## config.mk

```make
export PLATFORM = sky130hd
export DESIGN_NAME = arb_weighted_rr_flat
export DESIGN_NICKNAME = d
export VERILOG_FILES = /design/src/rtl/arb_weighted_rr_if.sv /design/src/rtl/arb_weighted_rr.sv /design/src/flat_wrapper.sv
export SDC_FILE = /design/constraint.sdc
export NUM_CORES = 1
export LEC_CHECK = 0
export BUFFER_PORTS_ARGS = -buffer_cell sky130_fd_sc_hd__buf_2
export CORE_MARGIN = 2
export CORE_UTILIZATION = 40
export DETAILED_ROUTE_END_ITERATION = 8
export GPL_TIMING_DRIVEN = 0
export PLACE_DENSITY_LB_ADDON = 0.1
export SYNTH_ARGS = -nofsm -noshare
export SYNTH_HDL_FRONTEND = slang
export SYNTH_SLANG_ARGS = --single-unit
export TNS_END_PERCENT = 30
```

## constraint.sdc

```tcl
create_clock -name clk -period 4.6 [get_ports clk]
set_clock_uncertainty 0.15 [all_clocks]
set_input_delay 0.46 -clock clk [delete_from_list [all_inputs] [get_ports clk]]
set_output_delay 0.46 -clock clk [all_outputs]
set_load 0.01 [all_outputs]
```

## src/rtl/arb_weighted_rr_if.sv

```systemverilog
// Request/grant/config bundle for arb_weighted_rr. The lock signal exists only
// when ARB_WRR_LOCK_EN is defined.
interface arb_weighted_rr_if #(
  parameter int REQ_NUM  = 4,
  parameter int WEIGHT_W = 4,
  parameter int IDX_W    = $clog2(REQ_NUM)
);
  logic [REQ_NUM-1:0]  req;
  logic [REQ_NUM-1:0]  grant;
  logic                grant_vld;
  logic [IDX_W-1:0]    grant_id;
  logic [WEIGHT_W-1:0] credit;
  logic                cfg_we;
  logic [IDX_W-1:0]    cfg_idx;
  logic [WEIGHT_W-1:0] cfg_weight;
`ifdef ARB_WRR_LOCK_EN
  logic                lock;
`endif

  modport master (
    output req, cfg_we, cfg_idx, cfg_weight,
`ifdef ARB_WRR_LOCK_EN
    output lock,
`endif
    input  grant, grant_vld, grant_id, credit
  );

  modport slave (
    input  req, cfg_we, cfg_idx, cfg_weight,
`ifdef ARB_WRR_LOCK_EN
    input  lock,
`endif
    output grant, grant_vld, grant_id, credit
  );
endinterface

```

## src/rtl/arb_weighted_rr.sv

```systemverilog
// Weighted round-robin arbiter: each owner holds the grant for up to its weight in
// cycles, then ownership rotates. Define ARB_WRR_LOCK_EN to let lock extend a tenure.
module arb_weighted_rr #(
  parameter int REQ_NUM  = 4,
  parameter int WEIGHT_W = 4,
  parameter int IDX_W    = $clog2(REQ_NUM)
) (
  input logic               clk,
  input logic               rst,
  arb_weighted_rr_if.slave  bus
);

  typedef enum logic {S_IDLE, S_BUSY} state_e;

  state_e              r_state, w_state_nxt;
  logic [REQ_NUM-1:0]  r_grant, w_grant_nxt;
  logic [IDX_W-1:0]    r_grant_id, w_id_nxt;
  logic [WEIGHT_W-1:0] r_credit, w_credit_nxt;
  logic [IDX_W-1:0]    r_ptr, w_ptr_nxt;
  logic [WEIGHT_W-1:0] r_weight [REQ_NUM];

  logic                w_found;
  logic [IDX_W-1:0]    w_sel;
  logic [WEIGHT_W-1:0] w_load;
  logic                w_quota_done;
  logic                w_release;
  logic [IDX_W-1:0]    w_owner_next;

  // Scan ptr, ptr+1, ... with wrap; iterating downwards lets the closest hit win.
  always_comb begin
    w_found = 1'b0;
    w_sel   = '0;
    for (int k = REQ_NUM - 1; k >= 0; k--) begin
      if (bus.req[(int'(r_ptr) + k) % REQ_NUM]) begin
        w_found = 1'b1;
        w_sel   = IDX_W'((int'(r_ptr) + k) % REQ_NUM);
      end
    end
  end

  assign w_load = (r_weight[w_sel] == '0) ? WEIGHT_W'(1) : r_weight[w_sel];

`ifdef ARB_WRR_LOCK_EN
  assign w_quota_done = (r_credit == WEIGHT_W'(1)) && !bus.lock;
`else
  assign w_quota_done = (r_credit == WEIGHT_W'(1));
`endif

  assign w_release    = !bus.req[r_grant_id] || w_quota_done;
  assign w_owner_next = (r_grant_id == IDX_W'(REQ_NUM - 1)) ? '0 : r_grant_id + IDX_W'(1);

  always_comb begin
    // NOTE: every signal gets its hold value first so no branch can infer a latch.
    w_state_nxt  = r_state;
    w_grant_nxt  = r_grant;
    w_id_nxt     = r_grant_id;
    w_credit_nxt = r_credit;
    w_ptr_nxt    = r_ptr;
    case (r_state)
      S_IDLE: begin
        if (w_found) begin
          w_grant_nxt        = '0;
          w_grant_nxt[w_sel] = 1'b1;
          w_id_nxt           = w_sel;
          w_credit_nxt       = w_load;
          w_state_nxt        = S_BUSY;
        end
      end
      S_BUSY: begin
        if (w_release) begin
          w_grant_nxt  = '0;
          w_id_nxt     = '0;
          w_credit_nxt = '0;
          w_ptr_nxt    = w_owner_next;
          w_state_nxt  = S_IDLE;
        end else if (r_credit > WEIGHT_W'(1)) begin
          // A locked tenure parks at credit 1 instead of decrementing further.
          w_credit_nxt = r_credit - WEIGHT_W'(1);
        end
      end
    endcase
  end

  always_ff @(posedge clk) begin
    // NOTE: sequential state uses non-blocking assignments only.
    if (rst) begin
      r_state    <= S_IDLE;
      r_grant    <= '0;
      r_grant_id <= '0;
      r_credit   <= '0;
      r_ptr      <= '0;
    end else begin
      r_state    <= w_state_nxt;
      r_grant    <= w_grant_nxt;
      r_grant_id <= w_id_nxt;
      r_credit   <= w_credit_nxt;
      r_ptr      <= w_ptr_nxt;
    end
  end

  // Weights are software-visible config, so unlike a data RAM they need a known reset value.
  always_ff @(posedge clk) begin
    if (rst) begin
      for (int i = 0; i < REQ_NUM; i++) r_weight[i] <= WEIGHT_W'(1);
    end else if (bus.cfg_we && (int'(bus.cfg_idx) < REQ_NUM)) begin
      r_weight[bus.cfg_idx] <= bus.cfg_weight;
    end
  end

  assign bus.grant     = r_grant;
  assign bus.grant_vld = |r_grant;
  assign bus.grant_id  = r_grant_id;
  assign bus.credit    = r_credit;

endmodule

```

## src/flat_wrapper.sv

```systemverilog
// flat-port wrapper written by rule: the top's interface ports become plain ports
module arb_weighted_rr_flat 
#(
  parameter int REQ_NUM  = 4,
  parameter int WEIGHT_W = 4,
  parameter int IDX_W    = $clog2(REQ_NUM)
)
  (clk, rst, bus_req, bus_cfg_we, bus_cfg_idx, bus_cfg_weight, bus_grant, bus_grant_vld, bus_grant_id, bus_credit);
  arb_weighted_rr_if #(.REQ_NUM(REQ_NUM), .WEIGHT_W(WEIGHT_W), .IDX_W(IDX_W)) bus_i ();
  input logic clk;
  input logic rst;
  input wire logic [$bits(bus_i.req)-1:0] bus_req;
  input wire logic [$bits(bus_i.cfg_we)-1:0] bus_cfg_we;
  input wire logic [$bits(bus_i.cfg_idx)-1:0] bus_cfg_idx;
  input wire logic [$bits(bus_i.cfg_weight)-1:0] bus_cfg_weight;
  output wire logic [$bits(bus_i.grant)-1:0] bus_grant;
  output wire logic [$bits(bus_i.grant_vld)-1:0] bus_grant_vld;
  output wire logic [$bits(bus_i.grant_id)-1:0] bus_grant_id;
  output wire logic [$bits(bus_i.credit)-1:0] bus_credit;
  assign bus_i.req = bus_req;
  assign bus_i.cfg_we = bus_cfg_we;
  assign bus_i.cfg_idx = bus_cfg_idx;
  assign bus_i.cfg_weight = bus_cfg_weight;
  assign bus_grant = bus_i.grant;
  assign bus_grant_vld = bus_i.grant_vld;
  assign bus_grant_id = bus_i.grant_id;
  assign bus_credit = bus_i.credit;
  arb_weighted_rr #(.REQ_NUM(REQ_NUM), .WEIGHT_W(WEIGHT_W), .IDX_W(IDX_W)) u_core (.clk(clk), .rst(rst), .bus(bus_i));
endmodule
```

=== Yosys cells after proc, flatten, opt, wreduce, memory -nomap -nowiden ===
Memories as Yosys holds them, arrays and structs flattened.
Index checks and enable logic that the tools add are counted.

* Add/sub/neg operators: 5
* Magnitude comparators: 8
* Equality and inequality tests: 5
* Multiplexer cells: 46
* Bitwise gates (word level): 4
* Reduce and logical (&&, ||, !) cells: 12

{| class="wikitable"
|+ Operators with widths
! operator !! number
|-
| 2-to-1 mux 4 bit || 7
|-
| 2-to-1 mux 1 bit || 21
|-
| 2-to-1 mux 2 bit || 8
|-
| one-hot mux 4 bit (2 select lines) || 2
|-
| less-than comparator 3 x 4 -> 1 bit (second input constant) || 3
|-
| binary-select mux 1 bit (select 2 bit) || 5
|-
| less-than comparator 2 x 3 -> 1 bit (second input constant) || 3
|-
| OR reduction 4 bit || 2
|-
| AND reduction 2 bit || 3
|-
| OR reduction 2 bit || 3
|-
| adder 2 x 1 -> 2 bit (second input constant) || 2
|-
| adder 2 bit (second input constant) || 2
|-
| equality test 4 x 1 -> 1 bit (second input constant) || 1
|-
| > comparator 4 x 1 -> 1 bit (second input constant) || 1
|-
| zero test 4 bit || 1
|-
| one-hot mux 2 bit (2 select lines) || 1
|-
| subtractor 4 x 1 -> 4 bit (second input constant) || 1
|-
| AND 1 bit (first input constant) || 3
|-
| inequality test 3 bit (second input constant) || 1
|-
| demux 1 bit (select 2 bit) || 1
|-
| equality test 2 bit (second input constant) || 1
|-
| >= comparator 2 x 1 -> 1 bit (second input constant) || 1
|-
| inequality test 2 x 1 -> 1 bit (second input constant) || 1
|-
| inequality test 2 bit (second input constant) || 1
|-
| 5 further kinds || 5
|}

* Register bits: 13
* Bits in writable memories: 16
* Output and inout bits: 11
* Logic and storage cells: 86
* Memories kept: 1

{| class="wikitable"
|+ Memories
! name !! depth !! width !! read ports !! clocked after memory_dff !! wr ports !! line !! source
|-
| u_core.r_weight || 4 || 4 || 1 || 0 || 4 || arb_weighted_rr.sv:20 || <nowiki>logic [WEIGHT_W-1:0] r_weight [REQ_NUM];</nowiki>
|}

=== Longest topological paths before layout ===
* Depth in word-level cells: 16
* Mapped depth: 9

=== Worst setup path before layout ===
No wires, ideal clock.

* Path kind: in2reg
* Start point: in bus_req[0]
* End point: reg u_core.r_credit[0], in the netlist u_core.bus.credit[0]
* Arrival: 1,982 ps
* Data required time: 4,359 ps
* Path slack: 2,377 ps
* Stages: 9
* Buffers on the path: 2
* Path through: a21oi_2 > o21ai_2 > o2bb2a_4 > buf_6 > buf_8 > mux2i_1 > mux2i_1 > or4_1 > a311oi_1

* Longest elaborated chain between the ends: 12

{| class="wikitable"
|+ RTL lines
! item !! line !! source
|-
| from (decl) || flat_wrapper.sv:12 || <nowiki>input wire logic [$bits(bus_i.req)-1:0] bus_req;</nowiki>
|-
| binary-select mux 1 bit (select 2 bit) || arb_weighted_rr.sv:34 || <nowiki>if (bus.req[(int'(r_ptr) + k) % REQ_NUM]) begin</nowiki>
|-
| 2-to-1 mux 1 bit (not written as such) (2 in a row) || arb_weighted_rr.sv:34 ||
|-
| 2-to-1 mux 2 bit (4 in a row) || arb_weighted_rr.sv:34 ||
|-
| memory (4 x 4 bit) || - ||
|-
| zero test 4 bit || arb_weighted_rr.sv:41 || <nowiki>assign w_load = (r_weight[w_sel] == '0) ? WEIGHT_W'(1) : r_weight[w_sel];</nowiki>
|-
| 2-to-1 mux 4 bit || arb_weighted_rr.sv:41 ||
|-
| 2-to-1 mux 4 bit || arb_weighted_rr.sv:61 || <nowiki>if (w_found) begin</nowiki>
|-
| one-hot mux 4 bit (2 select lines) || arb_weighted_rr.sv:59 || <nowiki>case (r_state)</nowiki>
|-
| to (signal assigned) || arb_weighted_rr.sv:96 || <nowiki>r_credit <= w_credit_nxt;</nowiki>
|-
| to (decl) || arb_weighted_rr.sv:18 || <nowiki>logic [WEIGHT_W-1:0] r_credit, w_credit_nxt;</nowiki>
|}

Several ways; a longest one is shown, not always the timed one. The select of a mux whose other input is x is not followed.
A chain may end at the register's enable or synchronous reset.

=== Worst setup path in the final report ===
* Start point: reg u_core.r_ptr[1]
* End point: reg u_core.r_credit[0], in the netlist u_core.bus.credit[0]

* Longest elaborated chain between the ends: 13

{| class="wikitable"
|+ RTL lines
! item !! line !! source
|-
| from (decl) || arb_weighted_rr.sv:19 || <nowiki>logic [IDX_W-1:0] r_ptr, w_ptr_nxt;</nowiki>
|-
| from (signal assigned) || arb_weighted_rr.sv:97 || <nowiki>r_ptr <= w_ptr_nxt;</nowiki>
|-
| adder 2 bit || arb_weighted_rr.sv:34, arb_weighted_rr.sv:36 ||
|-
| binary-select mux 1 bit (select 2 bit) || arb_weighted_rr.sv:34 ||
|-
| 2-to-1 mux 1 bit (not written as such) (2 in a row) || arb_weighted_rr.sv:34 ||
|-
| 2-to-1 mux 2 bit (4 in a row) || arb_weighted_rr.sv:34 ||
|-
| memory (4 x 4 bit) || - ||
|-
| zero test 4 bit || arb_weighted_rr.sv:41 ||
|-
| 2-to-1 mux 4 bit || arb_weighted_rr.sv:41 ||
|-
| 2-to-1 mux 4 bit || arb_weighted_rr.sv:61 ||
|-
| one-hot mux 4 bit (2 select lines) || arb_weighted_rr.sv:59 ||
|}

Several ways; a longest one is shown, not always the timed one. The select of a mux whose other input is x is not followed.

==> run_results.csv <==
group,metric,value,unit
yosys,yosysWarnings,0,
run_status,status,"finished clean",
placement,dp_hpwl,2260,um
critical_path,cp_common_cell,"mux2i_1",
floorplanning,die_h,65.8,um
routing,ant_nets,0,
timing,slew_headroom,0.508,
global_route,grt_pass1_wl,4670,um
global_route,antenna_found_initial,0,
pwr,vdd_ir_drop_max,0.179,mV
clock_tree,cts_tree,"done",
clock_tree,path_clk_slew,60,ps
yosys,synthCells,143,
run,drv_cap,0,
critical_path,crit_fanout,10,
pwr,p_leak,0.000707,uW
timing,rsz0062_at_grt,"false",
yosys,synth-seq-cells,29,
clock_tree,postCtsHoldBufs,0,
finish,drive_gt1_frac,0.241,
global_route,grt.total_usage,0.149,
routing,postRouteWirelength,2960,um
critical_path,cp_top_family,"compound AO/OA/AOI/OAI gates",
placement,place.gp.congestion,0.836,
clock_tree,postCtsSetupBuffers,0,
clock_tree,clockRootBuffer,"clkbuf_8",
routing,drt_iter0_drc,88,
timing,whs,334,ps
yosys,synth_fp_nets,159,
yosys,ys_async_sr_fraction,0,
timing,tns,0,ps
yosys,seq_area_frac_synth,0.484,
finish,nets,189,
floorplanning,dieWidth,65.8,um
placement,numPortBuffers,23,
global_route,grt_overflow,0,
timing,tightest_slew,732,ps
critical_path,crit_chain,"a21oi_2 -> o21ai_2 -> o2bb2a_4 -> buf_6 -> buf_8 -> mux2i_1 -> mux2i_1 -> or4_1 -> a311oi_1",
timing,period_minus_slack,2370,ps
critical_path,startpoint,"u_core.r_ptr[1]",
finish,areaGrowthSynthToFinish,16.8,%
critical_path,critPathCapture,"u_core.bus.credit[0]",
floorplanning,core,3660,sq um
critical_path,r2r_end,"u_core.bus.credit[0]",
critical_path,cp-end-kind,"flip-flop",
routing,dr.pass1.iters,4,
yosys,synth_edf_count,16,
floorplanning,pin_count,24,
global_route,first_global_vias,1043,
critical_path,r2r_slack,2230,ps
critical_path,worstPathArrival,2400,ps
critical_path,worstSetupStartpointType,"flip-flop",
timing,finalCritPeriodShare,0.516,
hold_path,hold_class,"flip-flop to flip-flop",
clock_tree,cts.sinks,29,
clock_tree,cts_buffer_depth,2,
clock_tree,clk_latency,270,ps
routing,viasPerCell,5.15,
critical_path,crit_type,"flip-flop to flip-flop",
timing,final_max_slew_viol_count,0,
routing,drcViolationCount,0,
finish,insertedDiodeCount,0,
yosys,synth_area_per_cell,10.7,sq um
yosys,synth_area,1530,sq um
critical_path,cp.required,4630,ps
yosys,synthFlopType,"edfxtp_1",
timing,setup_viol,0,
critical_path,reg2reg_depth,9,
clock_tree,cts_max_level,2,
critical_path,crit_cells,9,
routing,num_vias,1143,
clock_tree,post_cts_resized,0,
pwr,powerDensity,362,nW/um^2
critical_path,reg2reg_from,"u_core.r_ptr[1]",
critical_path,cpPeakStageDelay,480,ps
critical_path,path_buf_inv,2,
clock_tree,numCtsBuffers,5,
critical_path,slowest_stage,"or4_1",
floorplanning,initial_core_util,0.418,
timing,hold_viol,0,
global_route,grt_max_degree,11,
floorplanning,dieArea,4330,sq um
floorplanning,std_cell_rows,22,
routing,wl_per_cell,13.3,um
timing,fmax,421,MHz
yosys,synth.distinct_cells,40,
finish,final_util,0.488,
[synthesized netlist by cell type, types with 2 or more instances]
library cell  instances  area (sq um)
nor2_1               16          60.1
nor3_1                5          25.0
inv_1                 6          22.5
ha_1                  3          37.5
or4_1                 3          22.5
and2_1               13          81.3
clkbuf_1              3          11.3
a21boi_0              2          15.0
nand2b_1              6          37.5
edfxtp_1             16           480
o21ai_0               3          15.0
mux2i_1              13           130
a22oi_1               2          15.0
nand2_1               3          11.3
or2_2                 3          18.8
nor3b_1               2          15.0
nand3b_1              2          15.0
a21oi_1               8          40.0
dfxtp_1              13           260
[worst min-delay path by stage]
stage | from | endpoint | slack (ps) | depth (start not counted)
after floorplan | u_core.r_ptr[0] | u_core.r_ptr[0] | 330 | 2
after global placement | u_core.bus.grant[2] | u_core.bus.grant[2] | 310 | 2
after detailed placement | u_core.bus.grant[2] | u_core.bus.grant[2] | 330 | 2
after CTS | u_core.bus.grant[2] | u_core.bus.grant[2] | 330 | 2
after global routing | bus_cfg_weight[0] | u_core.r_weight[3][0] | 350 | 2
final | u_core.bus.grant[2] | u_core.bus.grant[2] | 330 | 2
[kinds of logic (layout without fill, tap and decap cells)]
group | count (synthesis) | in the layout | synth area share
and+or+nand+nor | 59 | 59 | 0.222
DFF | 29 | 29 | 0.484
AOI/OAI and AO/OA | 25 | 25 | 0.117
muxes | 15 | 15 | 0.107
buffers and inverters | 11 | 42 | 0.0393
adders and majority gates | 3 | 3 | 0.0246
xor gates and xnor gates | 1 | 1 | 0.00573
[per-stage QoR]
step | instance area (sq um) | instances | total power, uW | worst slack, ps
after global placement | 1700 | 214 | 456 | 2000
after floorplan | 1530 | 143 | 415 | 2380
after global routing | 1790 | 222 | 682 | 2030
final | 1790 | 222 | 646 | 2230
after detailed placement | 1700 | 214 | 459 | 2010
after CTS | 1790 | 222 | 650 | 2200
[worst register-to-register path, stage by stage, from the launching register on]
cell      delay (ps)
dfxtp_1          450
a21oi_2           90
o21ai_2          130
o2bb2a_4         170
buf_6            130
buf_8            140
mux2i_1          170
mux2i_1          120
or4_1            480
a311oi_1         260
[registers in the layout, indices dropped and copies added (netlist names)]
name / cells
u_core.r_weight: 16
u_core.bus.credit: 4
u_core.r_state: 1
u_core.bus.grant: 4
u_core.r_ptr: 2
u_core.bus.grant_id: 2
[layer usage]
layer	part of all wire	wire length, um	GRT usage	vias to the layer above
met5	0	0	0	-
met4	0.015	44	0.0625	0
met3	0.053	157	0.0460	5
met2	0.52	1530	0.268	32
met1	0.42	1230	0.160	530
li1	-	-	-	576
[area by class of cell]
cell class	count	area, sq um
buffer	5	37.5
sequential	29	741
tap	48	60.1
timing repair buffer	23	115
clock inverter	1	5.00
fill	355	1880
clock buffer	7	76.3
inverter	6	22.5
multi-input combinational	103	728
[placed cells by master (no fill, tap or decap), types with 2 or more instances in the layout]
cell      count
dfxtp_1      13
buf_2        23
or4_1         3
nand2_1       3
and2_1       13
nor3_1        5
nand2b_1      6
ha_1          3
nand3b_1      2
clkbuf_8      5
a22oi_1       2
a21boi_0      2
nor2_1       16
mux2i_1      13
o21ai_0       3
clkbuf_1      5
or2_2         3
a21oi_1       8
nor3b_1       2
edfxtp_1     16
inv_1         6
[power by group]
group	total, uW	switching (uW)	internal, uW
logic	140	76.4	63.3
clock network	193	87.3	106
registers	313	15.8	297
Note: power is estimated with default switching activity, not from simulation.
